--- src/rtl/packer_2b_8b_pkg.sv ---
// Shared widths and types for the 2-bit to 8-bit packer.
// The packer top optionally adds a flush path when PACK_FLUSH_EN is defined.
package packer_2b_8b_pkg;

  localparam int PACK_DATA_W = 2;
  localparam int PACK_LANES  = 4;
  localparam int PACK_OUT_W  = PACK_DATA_W * PACK_LANES;
  localparam int PACK_CNT_W  = 2;

  typedef logic [PACK_LANES-1:0][PACK_DATA_W-1:0] pack_buf_t;

endpackage

--- src/rtl/packer_lane_cnt.sv ---
// Mod-LANES lane counter; wrap flags the increment that completes a word.
// clr has priority over inc so a flush restarts at lane 0.
module packer_lane_cnt
  import packer_2b_8b_pkg::*;
#(
  parameter int LANES = PACK_LANES,
  parameter int CNT_W = PACK_CNT_W
) (
  input  logic             clk,
  input  logic             reset,
  input  logic             inc,
  input  logic             clr,
  output logic [CNT_W-1:0] cnt,
  output logic             wrap
);

  logic [CNT_W-1:0] cnt_q, cnt_d;
  logic             last;

  assign last = (cnt_q == CNT_W'(LANES - 1));

  always_ff @(posedge clk or negedge reset) begin
    if (!reset) cnt_q <= '0;
    else        cnt_q <= cnt_d;
  end

  always_comb begin
    cnt_d = cnt_q;
    if (clr)      cnt_d = '0;
    else if (inc) cnt_d = last ? '0 : cnt_q + 1'b1;
  end

  assign cnt  = cnt_q;
  assign wrap = inc & last;

endmodule

--- src/rtl/packer_2b_8b.sv ---
// Packs four consecutive valid 2-bit words into one byte with a one-cycle strobe.
// Define PACK_FLUSH_EN to add the flush input and out_count output.
module packer_2b_8b
  import packer_2b_8b_pkg::*;
#(
  parameter int DATA_W = PACK_DATA_W,
  parameter int LANES  = PACK_LANES
) (
  input  logic                      clk,
  input  logic                      reset,
  input  logic [DATA_W-1:0]         in_data,
  input  logic                      in_valid,
`ifdef PACK_FLUSH_EN
  input  logic                      flush,
  output logic [$clog2(LANES+1)-1:0] out_count,
`endif
  output logic [DATA_W*LANES-1:0]   out_data,
  output logic                      out_valid
);

  localparam int OUT_W = DATA_W * LANES;
  localparam int CNT_W = $clog2(LANES);
  localparam int NUM_W = $clog2(LANES + 1);

  logic [CNT_W-1:0]                cnt;
  logic                            wrap;
  logic                            emit;
  logic                            clr;
  logic [LANES-1:0][DATA_W-1:0]    buf_q, buf_d;
  logic [OUT_W-1:0]                out_data_q, out_data_d;
  logic                            out_valid_q;

  packer_lane_cnt #(.LANES(LANES), .CNT_W(CNT_W)) u_lane_cnt (
    .clk   (clk),
    .reset (reset),
    .inc   (in_valid),
    .clr   (clr),
    .cnt   (cnt),
    .wrap  (wrap)
  );

`ifdef PACK_FLUSH_EN
  logic [NUM_W-1:0] filled;
  logic [NUM_W-1:0] out_count_q;

  // Lanes occupied once this cycle's word (if any) has been placed.
  assign filled = NUM_W'(cnt) + NUM_W'(in_valid);
  assign emit   = flush ? (filled != '0) : wrap;
  assign clr    = flush;

  always_ff @(posedge clk or negedge reset) begin
    if (!reset)    out_count_q <= '0;
    else if (emit) out_count_q <= filled;
  end

  assign out_count = out_count_q;
`else
  assign emit = wrap;
  assign clr  = 1'b0;
`endif

  // Lanes above the fill point are always zero because the buffer clears on emit,
  // so a partial flush needs no extra masking.
  always_comb begin
    buf_d      = buf_q;
    out_data_d = out_data_q;
    if (in_valid) buf_d[cnt] = in_data;
    if (emit) begin
      out_data_d = buf_d;
      buf_d      = '0;
    end
  end

  always_ff @(posedge clk or negedge reset) begin
    if (!reset) begin
      buf_q       <= '0;
      out_data_q  <= '0;
      out_valid_q <= 1'b0;
    end else begin
      buf_q       <= buf_d;
      out_data_q  <= out_data_d;
      out_valid_q <= emit;
    end
  end

  assign out_data  = out_data_q;
  assign out_valid = out_valid_q;

endmodule

--- config.mk ---
export PLATFORM = sky130hd
export DESIGN_NAME = packer_2b_8b
export DESIGN_NICKNAME = d
export VERILOG_FILES = /design/src/rtl/packer_2b_8b_pkg.sv /design/src/rtl/packer_lane_cnt.sv /design/src/rtl/packer_2b_8b.sv
export SDC_FILE = /design/constraint.sdc
export NUM_CORES = 1
export LEC_CHECK = 0
export CORE_UTILIZATION = 52
export DETAILED_ROUTE_END_ITERATION = 8
export MAX_ROUTING_LAYER = met4
export PLACE_DENSITY = 0.79
export SLEW_MARGIN = 20
export SYNTH_ARGS = -nofsm -noshare
export SYNTH_HDL_FRONTEND = slang
export SYNTH_SLANG_ARGS = --single-unit
--- constraint.sdc ---
create_clock -name clk -period 1.34 [get_ports clk]
set_input_delay 0.268 -clock clk [delete_from_list [all_inputs] [get_ports clk]]
set_output_delay 0.268 -clock clk [all_outputs]
set_load 0.03 [all_outputs]
==> results.md <==
* Mean post-synth cell area at between 10 and 15 µm²
* Critical path capture point type: output port
* Post-synthesis compound-gate area fraction at ~18%
* Final Cell Area at around 1200 µm²
* Top cells by area, synth: dfrtp_1 (49%), nand2b_1 (12%), o221ai_1 (7.2%)
* Post-layout total power at roughly 2.6 mW
* Worst EP arrival at a little over 1000 ps
* Final Non-Filler Cells at between 100 and 150
* Worst Skew at 3.04 ps
* Sequence of cells on the critical path: clkdlybuf4s15_1
* Initial DRC count at 17
* Placer congestion estimate at about 0.84
* Grt total ovfl at 0
* CTS Hold Bufs at 0
* Place WS at -75.5 ps
* Critical path's top delay family: flip-flops
* Static Leak at about 0.5 nW
* Synth Area in XOR/XNOR at 0%
* Area after DPL at between 1000 and 1500 µm²
* Rows at 15
* Final Util at 67.8%
* Number of fill cells at around 150
* Placed cells at roughly 130
* VDD IR max at 1.07 mV
* Clock Latency Late Sink at approximately 290 ps
* GR peak layer: met2
* Synth unique cells at 18
* Layout cells sized above 1 at between 10% and 20%
* Min Tclk post-route at approximately 1300 ps
* Initial core utilization at roughly 56%
* Syn Inst Count at 90
* First-pass GRT wire length at 3280 µm
* Worst path max stage delay at 400 ps
* DIE AREA at 2040 µm²
* Synth Register Bits at 19
* Vias in the first global route at around 760
* CTS tree: done
* DRC Markers at 0
* Measured slew at the worst slew-check pin at just under 300 ps
* Drt via density at about 5.3
* Largest net degree at the start of global routing at 20
* Reg clk slew, reported paths at roughly 110 ps
* CP Data Required Time at about 1100 ps
* Final worst slack at approximately 39 ps
* Achievable frequency at 0.769 GHz
* DP Wirelength at 1490 µm
* Routed WL at between 1500 and 2000 µm
* M2 GR Usage at 36.2%
* Area Overhead vs Synth at 20.9%
* RSZ-0062 raised after global routing: no
* Synth Area in Adders at under 10%
* Worst min path class: in2async
* Met1 usage in global routing at ~29%
* Final Hold Fails at 0
* Pins Over Slew Limit at 0
* Post-DR wirelength/cell at between 10 and 15 µm
* Max-cap violations at 0
* Synthesized area at between 900 and 1000 µm²
* Final net count at between 100 and 150
* Root Driver: clkbuf_4
* Crit Path Class: reg2out
* Clk sink count at 19
* Final antenna-violating net count at 0
* Simple-gate portion of the synthesized area at roughly a fifth
* Final setup fails at 0
* Yosys top cell by area: dfrtp_1
* H-tree levels at 1
* Crit Path Max Fanout at 2
* Synth top area share at 49.1%
* DR pass1 iterations at 4
* Rel. slew slack at between 80% and 90%
* Slowest stage cell, crit path: dfrtp_1
* Largest family of logic cells by synthesized area: simple AND/OR/NAND/NOR gates
* Antenna violations before repair at 0
* Worst Path Buf+Inv at 1
* CP startpoint kind: register
* Mux share of post-synthesis cell area at 0%
* X dimension of the die at 45.2 µm
* P per Cell Area at around 2300 nW/µm²
* Total GRT Usage at about a quarter
* CTS Buf Count at 3
* Final clock period utilization by the worst path at between 90% and 100%
* Seq/Total Area, Yosys at about half
* Fin Setup TNS at 0 ps
* Status: finished clean
* Port bufs at 13
* Clock Path Buffers at 2
* Core area at between 1500 and 2000 µm²
* Via Count at between 700 and 800
* Die Ht at roughly 45 µm
* GRT met3 Usage at under 10%
* Synthesized net count at 100
* I/O pin total at 14
* Fin Hold WS at a little under 300 ps
* YS warnings at 0
* Antenna diodes at 0
==> final timing paths <==
check                                              start            endpoint  slack (ps)  cells after the start
hold / removal                                     reset  buf_q[0]$_DFF_PN0_         290                      2
min in group clk                      buf_q[6]$_DFF_PN0_  buf_q[6]$_DFF_PN0_         510                      2
hold reg to reg                       buf_q[6]$_DFF_PN0_  buf_q[6]$_DFF_PN0_         510                      2
setup / recovery                 out_data[1]$_DFFE_PN0P_         out_data[1]          40                      1
max in group asynchronous                          reset  buf_q[2]$_DFF_PN0_         840                      2
setup reg to reg           u_lane_cnt.cnt[0]$_DFFE_PN0P_  buf_q[1]$_DFF_PN0_          60                      4
==> sequential cells by signal (all words and copies together), names as in the netlist <==
name	cells
u_lane_cnt.cnt	2
out_data	8
buf_q	8
out_valid	1
==> kinds of logic after synthesis <==
kind of cell	after synthesis
buffers and inverters	7
AOI/OAI and AO/OA	26
adders and majority gates	5
DFF	19
and+or+nand+nor	33
==> layout by cell type, fill, tap and decap left out <==
cell type         n
a21oi_1           8
a31oi_1           8
and2_1            1
buf_4            11
clkbuf_1          1
clkbuf_2          2
clkbuf_4          3
clkdlybuf4s15_1   6
clkdlybuf4s50_1   4
dfrtp_1          19
dlygate4sd2_1     1
ha_1              2
ha_2              3
inv_1             2
nand2_1          10
nand2_2           1
nand2b_1         19
o21ai_0           1
o21ai_2           1
o221ai_1          8
or2b_1            1
or3b_1            1
==> synth_stat cells, drive strengths merged <==
cell type / instances
o21ai: 2
ha: 5
a21oi: 8
or3b: 1
or2b: 1
nand2: 11
buf: 4
nand2b: 19
inv: 2
clkbuf: 1
and2: 1
o221ai: 8
a31oi: 8
dfrtp: 19
==> report_power, final <==
part           switching [mW]  internal (mW)  leakage (nW)  total [mW]
sequential              0.165          0.846         0.216        1.01
combinational           0.777          0.552         0.275        1.33
clock                   0.180          0.116        0.0150       0.295
total                    1.12           1.51         0.506        2.64
==> cell type report <==
cell class	count	area (µm²)	area share (%)
repair buffers	24	201	17.2
well taps	25	31.3	2.67
inverters	2	7.51	0.641
flip-flops and latches	19	475	40.6
multi-input cells	64	429	36.6
clock buffers	4	26.3	2.24
==> per-layer routing <==
metal,vias to the layer above,routed length [µm],part of all wire [%]
li1,368,-,-
met1,343,934,47
met2,18,926,46
met3,6,74,3.7
met4,0,59,3.0
met5,-,0,0
==> timing repair <==
| item | CTS | global route |
|---|---|---|
| gates resized for setup | 9 | 13 |
| endpoints found under the setup margin | 9 | 16 |
| endpoints found under the hold margin | 0 | 0 |
| buffers inserted | 0 | 1 |
Note: power is estimated with default switching activity, not from simulation.
